<file path="src/rtl/riscv_perf_counters_if.sv">
// Memory-mapped slave bus for the performance counter bank.
// Same W_en/R_en/addr/din/dout protocol as the data RAM port.
interface riscv_perf_counters_if;
  logic        W_en;
  logic        R_en;
  logic [31:0] addr;
  logic [31:0] din;
  logic [31:0] dout;

  modport master (output W_en, output R_en, output addr, output din, input dout);
  modport slave  (input W_en, input R_en, input addr, input din, output dout);
endinterface

</file>
<file path="src/rtl/riscv_perf_counters.sv">
// Event-counter bank with a 64-bit cycle counter and a self-decoded register window.
// Provides sticky overflow status, optional freeze-on-overflow and a level overflow interrupt.
module riscv_perf_counters #(
  parameter int          NUM_EVENTS = 12,
  parameter int          CNT_WIDTH  = 32,
  parameter logic [31:0] BASE_ADDR  = 32'h1000_0000,
  parameter bit          SATURATE   = 1'b0
) (
  input  logic                  clk,
  input  logic                  rst_n,
  input  logic [NUM_EVENTS-1:0] event_in,
  riscv_perf_counters_if.slave  bus,
  output logic                  ovf_irq
);

  logic                  r_en;
  logic                  r_freeze;
  logic                  r_irq_en;
  logic [NUM_EVENTS-1:0] r_status;
  logic [63:0]           r_cycle;
  logic [31:0]           r_shadow_hi;
  logic [CNT_WIDTH-1:0]  r_evt [NUM_EVENTS];
  logic [31:0]           r_dout;
  logic                  r_irq;

  logic                  w_hit;
  logic [5:0]            w_word;
  logic                  w_wr;
  logic                  w_rd;
  logic                  w_wr_ctrl;
  logic                  w_clr;
  logic                  w_wr_stat;
  logic                  w_wr_lo;
  logic                  w_wr_hi;
  logic                  w_active;
  logic [NUM_EVENTS-1:0] w_wr_evt;
  logic [NUM_EVENTS-1:0] w_inc;
  logic [NUM_EVENTS-1:0] w_ovf;
  logic [31:0]           w_rdata;
  logic                  w_unused;

  assign w_hit     = (bus.addr[31:8] == BASE_ADDR[31:8]);
  assign w_word    = bus.addr[7:2];
  assign w_wr      = bus.W_en & w_hit;
  assign w_rd      = bus.R_en & w_hit;
  assign w_wr_ctrl = w_wr & (w_word == 6'd0);
  assign w_clr     = w_wr_ctrl & bus.din[1];
  assign w_wr_stat = w_wr & (w_word == 6'd1);
  assign w_wr_lo   = w_wr & (w_word == 6'd2);
  assign w_wr_hi   = w_wr & (w_word == 6'd3);
  assign w_active  = r_en & ~(r_freeze & (|r_status));
  assign w_unused  = ^{bus.addr[1:0], bus.din};

  // An overflow only counts when the increment actually lands (no CLR or preload that edge)
  always_comb begin
    w_wr_evt = '0;
    w_inc    = '0;
    w_ovf    = '0;
    for (int i = 0; i < NUM_EVENTS; i++) begin
      w_wr_evt[i] = w_wr & (w_word == 6'(i + 4));
      w_inc[i]    = w_active & event_in[i];
      w_ovf[i]    = w_inc[i] & ~w_clr & ~w_wr_evt[i] & (&r_evt[i]);
    end
  end

  always_comb begin
    w_rdata = '0;
    case (w_word)
      6'd0:    w_rdata = {28'd0, r_irq_en, r_freeze, 1'b0, r_en};
      6'd1:    w_rdata = 32'(r_status);
      6'd2:    w_rdata = r_cycle[31:0];
      6'd3:    w_rdata = r_shadow_hi;
      default: begin
        for (int i = 0; i < NUM_EVENTS; i++) begin
          if (w_word == 6'(i + 4)) w_rdata = 32'(r_evt[i]);
        end
      end
    endcase
  end

  always_ff @(posedge clk or negedge rst_n) begin
    if (!rst_n) begin
      r_en        <= 1'b0;
      r_freeze    <= 1'b0;
      r_irq_en    <= 1'b0;
      r_status    <= '0;
      r_cycle     <= '0;
      r_shadow_hi <= '0;
      r_dout      <= '0;
      r_irq       <= 1'b0;
      for (int i = 0; i < NUM_EVENTS; i++) r_evt[i] <= '0;
    end else begin
      if (w_wr_ctrl) begin
        r_en     <= bus.din[0];
        r_freeze <= bus.din[2];
        r_irq_en <= bus.din[3];
      end

      // A fresh overflow wins over a W1C of the same bit
      if (w_wr_stat) r_status <= (r_status & ~bus.din[NUM_EVENTS-1:0]) | w_ovf;
      else           r_status <= r_status | w_ovf;

      if (w_clr)         r_cycle         <= '0;
      else if (w_wr_lo)  r_cycle[31:0]   <= bus.din;
      else if (w_wr_hi)  r_cycle[63:32]  <= bus.din;
      else if (w_active) r_cycle         <= r_cycle + 64'd1;

      if (w_clr)                            r_shadow_hi <= '0;
      else if (w_rd && (w_word == 6'd2))    r_shadow_hi <= r_cycle[63:32];

      for (int i = 0; i < NUM_EVENTS; i++) begin
        if (w_clr)            r_evt[i] <= '0;
        else if (w_wr_evt[i]) r_evt[i] <= bus.din[CNT_WIDTH-1:0];
        else if (w_inc[i] && !(SATURATE && (&r_evt[i])))
                              r_evt[i] <= r_evt[i] + 1'b1;
      end

      if (bus.R_en) r_dout <= w_hit ? w_rdata : 32'd0;

      r_irq <= r_irq_en & (|r_status);
    end
  end

  assign bus.dout = r_dout;
  assign ovf_irq  = r_irq;

endmodule

</file>
<file path="src/flat_wrapper.sv">
// flat-port wrapper written by rule: the top's interface ports become plain ports
module riscv_perf_counters_flat 
#(
  parameter int          NUM_EVENTS = 12,
  parameter int          CNT_WIDTH  = 32,
  parameter logic [31:0] BASE_ADDR  = 32'h1000_0000,
  parameter bit          SATURATE   = 1'b0
)
  (clk, rst_n, event_in, ovf_irq, bus_W_en, bus_R_en, bus_addr, bus_din, bus_dout);
  riscv_perf_counters_if bus_i ();
  input  logic clk;
  input  logic rst_n;
  input  logic [NUM_EVENTS-1:0] event_in;
  output logic ovf_irq;
  input wire logic [$bits(bus_i.W_en)-1:0] bus_W_en;
  input wire logic [$bits(bus_i.R_en)-1:0] bus_R_en;
  input wire logic [$bits(bus_i.addr)-1:0] bus_addr;
  input wire logic [$bits(bus_i.din)-1:0] bus_din;
  output wire logic [$bits(bus_i.dout)-1:0] bus_dout;
  assign bus_i.W_en = bus_W_en;
  assign bus_i.R_en = bus_R_en;
  assign bus_i.addr = bus_addr;
  assign bus_i.din = bus_din;
  assign bus_dout = bus_i.dout;
  riscv_perf_counters #(.NUM_EVENTS(NUM_EVENTS), .CNT_WIDTH(CNT_WIDTH), .BASE_ADDR(BASE_ADDR), .SATURATE(SATURATE)) u_core (.clk(clk), .rst_n(rst_n), .event_in(event_in), .bus(bus_i), .ovf_irq(ovf_irq));
endmodule
</file>
<file path="config.mk">
export PLATFORM = sky130hd
export DESIGN_NAME = riscv_perf_counters_flat
export DESIGN_NICKNAME = d
export VERILOG_FILES = /design/src/rtl/riscv_perf_counters_if.sv /design/src/rtl/riscv_perf_counters.sv /design/src/flat_wrapper.sv
export SDC_FILE = /design/constraint.sdc
export NUM_CORES = 2
export LEC_CHECK = 0
export ABC_CLOCK_PERIOD_IN_PS = 3500
export CAP_MARGIN = 20
export CORE_UTILIZATION = 29
export CTS_CLUSTER_DIAMETER = 30
export DETAILED_ROUTE_END_ITERATION = 8
export PLACE_DENSITY_LB_ADDON = 0.05
export SLEW_MARGIN = 10
export SYNTH_ARGS = -nofsm -noshare
export SYNTH_HDL_FRONTEND = slang
export SYNTH_SLANG_ARGS = --single-unit
export TNS_END_PERCENT = 1
</file>
<file path="constraint.sdc">
create_clock -name clk -period 3.5 [get_ports clk]
set_input_delay 1.05 -clock clk [delete_from_list [all_inputs] [get_ports clk]]
set_output_delay 1.05 -clock clk [all_outputs]
set_load 0.02 [all_outputs]
</file>
==> flow_summary.yaml <==
status:
  outcome: "finished, final reports clean"
logic_synthesis:
  syn-num-nets: 4400
  synth.most_common_cell: "dfrtp_1"
  synth_commonest_cells: "dfrtp_1, o21ai_0, a21oi_1"
  dominantRegCellSynth: "dfrtp_1"
  ys_ff_latch: 528
  yosysTopAreaCell: "dfrtp_1"
  synth_edf_count: 0
  syn_area_mm2: 0.0354
  synth_area_leaders: "dfrtp_1, o21ai_0, a21oi_1"
  ys_seq_area_frac: 0.373
  ys_warn_count: 0
  postSynthAreaPerCell_um2: 8.21
  ys_types: 87
  yosysTopAreaCellShare: 0.373
  async_flop_share: 1.00
  syn_inst: 4307
worst_setup_path:
  crit_family: "simple AND/OR/NAND/NOR gates"
  reg2reg_to: "u_core.r_evt[114]$_DFFE_PN0P_"
  crit_arrival_ns: 3.99
  crit_slowest_cell: "nor4_4"
  worstPathMaxFanout: 9
  reg2reg_slack_ns: 0.39
  timing.rr.start: "u_core.r_status[2]$_DFF_PN0_"
  path_common_cell: "buf_4"
  crit_end: "u_core.r_status[9]$_DFF_PN0_"
  cp-startpoint: "bus_addr[5]"
  startpoint_type: "primary input"
  path_depth: 10
  endpoint_kind: "flip-flop"
  crit_type: "primary input to flip-flop"
  crit_chain: "clkdlybuf4s50_1 > buf_4 > nor4_4 > nand4_1 > buf_4 > nor3_1 > buf_4 > nand2_1 > nand2_1 > o31ai_1"
  cp.required_ns: 4.12
  critPathMaxStageDelay_ns: 0.53
  crit_buf_inv: 4
  rr_worst_depth: 7
clock_network:
  clk_latency_ns: 0.79
  cts_sinks: 528
  cts.clk_slew.worst_paths_ns: 0.04
  htreeDepth: 4
  cts_root_buffer: "clkbuf_16"
  cts_hold_buf: 0
  post-cts-setup-buffer-count: 0
  cts_made_buffers: 185
  cts_resized: 0
  cts_tree: "yes"
  cts_buffer_depth: 3
placed_design:
  gp_congestion: 0.986
  port-buffer-count: 110
  hpwl_um: 143000
  pre_cts_ws_ns: -0.623
grt:
  grt_use_total: 0.322
  grt_overflow: 0
  grt_pass1_wl_um: 282000
  antenna_found_initial: 20
  grt_pass1_vias: 36600
  grt_max_degree: 90
sta:
  worst_pin_slew_ns: 1.07
  skew_ns: 0.0328
  fmax_ghz: 0.296
  whs_ns: 0.161
  setup_slack_ns: 0.126
  period_share: 0.964
  final-hold-violation-count: 0
  rsz0062_at_grt: "false"
  maxSlewViolCount: 0
  setup_tns_ns: 0
  period_needed_ns: 3.37
  max-slew-margin-rel: 0.286
  setup_violations: 0
route:
  ant_nets: 0
  wire_per_inst_um: 30.8
  vias: 38300
  drtPass1Iterations: 8
  post_drt_via_cell_ratio: 5.87
  drc_errors: 0
  dr.first_iter.drc_count: 4096
  totalWireLength_um: 201000
floorplan:
  die_area_mm2: 0.123
  die_x_um: 351
  initial_core_util: 0.294
  pin_count: 113
  coreArea_mm2: 0.120
  die-height_um: 351
  rows: 127
power:
  power_uw: 23900
  ir_worst_vdd_uv: 508
  power.leakage_uw: 0.0192
  p_per_area_mw_per_mm2: 495
hold_path:
  hold_class: "primary input to asynchronous set/reset pin"
layout:
  n_fill_cell: 12400
  area_growth_pct: 36.4
  fin_util: 0.401
  fin_nets: 4839
  drive_above_1_share: 0.194
  register_area_mm2: 0.0132
  multiInputGateArea_mm2: 0.0207
run:
  cap_violations: 0
-- routing by layer --
metal	vias up	track usage	share of wire
met1	19200	0.430	0.43
met4	2	0.153	0.050
met5	-	0	0.00010
met3	386	0.0489	0.066
li1	17100	-	-
met2	1573	0.508	0.45
-- sequential cells by signal (all words and copies together), names as in the netlist --
register / count
u_core.r_shadow_hi: 32
u_core.r_en: 1
u_core.r_status: 12
u_core.bus.dout: 32
u_core.r_freeze: 1
u_core.r_irq_en: 1
u_core.r_evt: 384
u_core.r_cycle: 64
u_core.ovf_irq: 1
-- logic make-up after synthesis --
kind of cell | after synthesis | share of synthesized area
AO/OA/AOI/OAI | 1360 | 0.225
buffers and inverters | 421 | 0.0476
AND/OR/NAND/NOR | 1601 | 0.238
multiplexers | 118 | 0.0454
adder cells (fa/ha/maj) | 13 | 0.00460
flip-flops | 528 | 0.373
XOR/XNOR | 266 | 0.0658
-- how the worst min path moves through the flow --
stage / from / cells past startpoint / end
global route: rst_n / 1 / u_core.r_shadow_hi[28]$_DFFE_PN0P_
CTS: rst_n / 1 / u_core.r_shadow_hi[20]$_DFFE_PN0P_
detailed placement: u_core.bus.dout[29]$_DFFE_PN0P_ / 1 / u_core.bus.dout[29]$_DFFE_PN0P_
global placement: u_core.bus.dout[22]$_DFFE_PN0P_ / 1 / u_core.bus.dout[22]$_DFFE_PN0P_
floorplan: u_core.r_status[2]$_DFF_PN0_ / 2 / u_core.r_status[2]$_DFF_PN0_
finish: rst_n / 1 / u_core.r_cycle[58]$_DFFE_PN0P_
-- power by group --
group | internal, µW | switching (µW)
Combinational | 315 | 783
Clock | 11700 | 4860
Sequential | 6150 | 26.5
-- layout by cell type, fill, tap and decap left out, types with 15 or more instances in the layout --
cell               n
dfrtp_1          528
o21ai_0          523
a21oi_1          450
buf_4            410
nand2_1          324
nor2_1           296
nor3_1           195
nand3_1          186
clkbuf_16        186
xnor2_1          165
nand4_1          152
nor4_1           124
xor2_1           101
clkdlybuf4s50_1  101
buf_12            80
and3_1            79
inv_1             74
a22oi_1           62
mux2i_1           56
clkbuf_8          49
and4_1            48
a211oi_1          44
clkinv_2          41
clkbuf_1          34
a31oi_1           33
mux4_2            31
mux2_2            31
or4_1             30
and2_1            29
o31a_1            27
o22ai_1           25
a221oi_1          23
or2_2             19
o211ai_1          18
or3_1             16
nor4b_1           15
bufinv_16         15
-- through the flow --
stage          instance area [µm²]  cells
2_1_floorplan                35400   4307
5_1_grt                      48200   6511
4_1_cts                      48200   6510
6_report                     48200   6517
3_3_place_gp                 41900   6171
3_5_place_dp                 41900   6171
-- final cells by class --
type,instances,share of cell area
Antenna cell,7,0.000363
Timing Repair Buffer,599,0.119
Sequential cell,528,0.274
Inverter,74,0.00576
Tap cell,1612,0.0418
Clock inverter,70,0.0177
Multi-Input combinational cell,3358,0.428
Clock buffer,269,0.113
(Power assumes the default switching activity.)
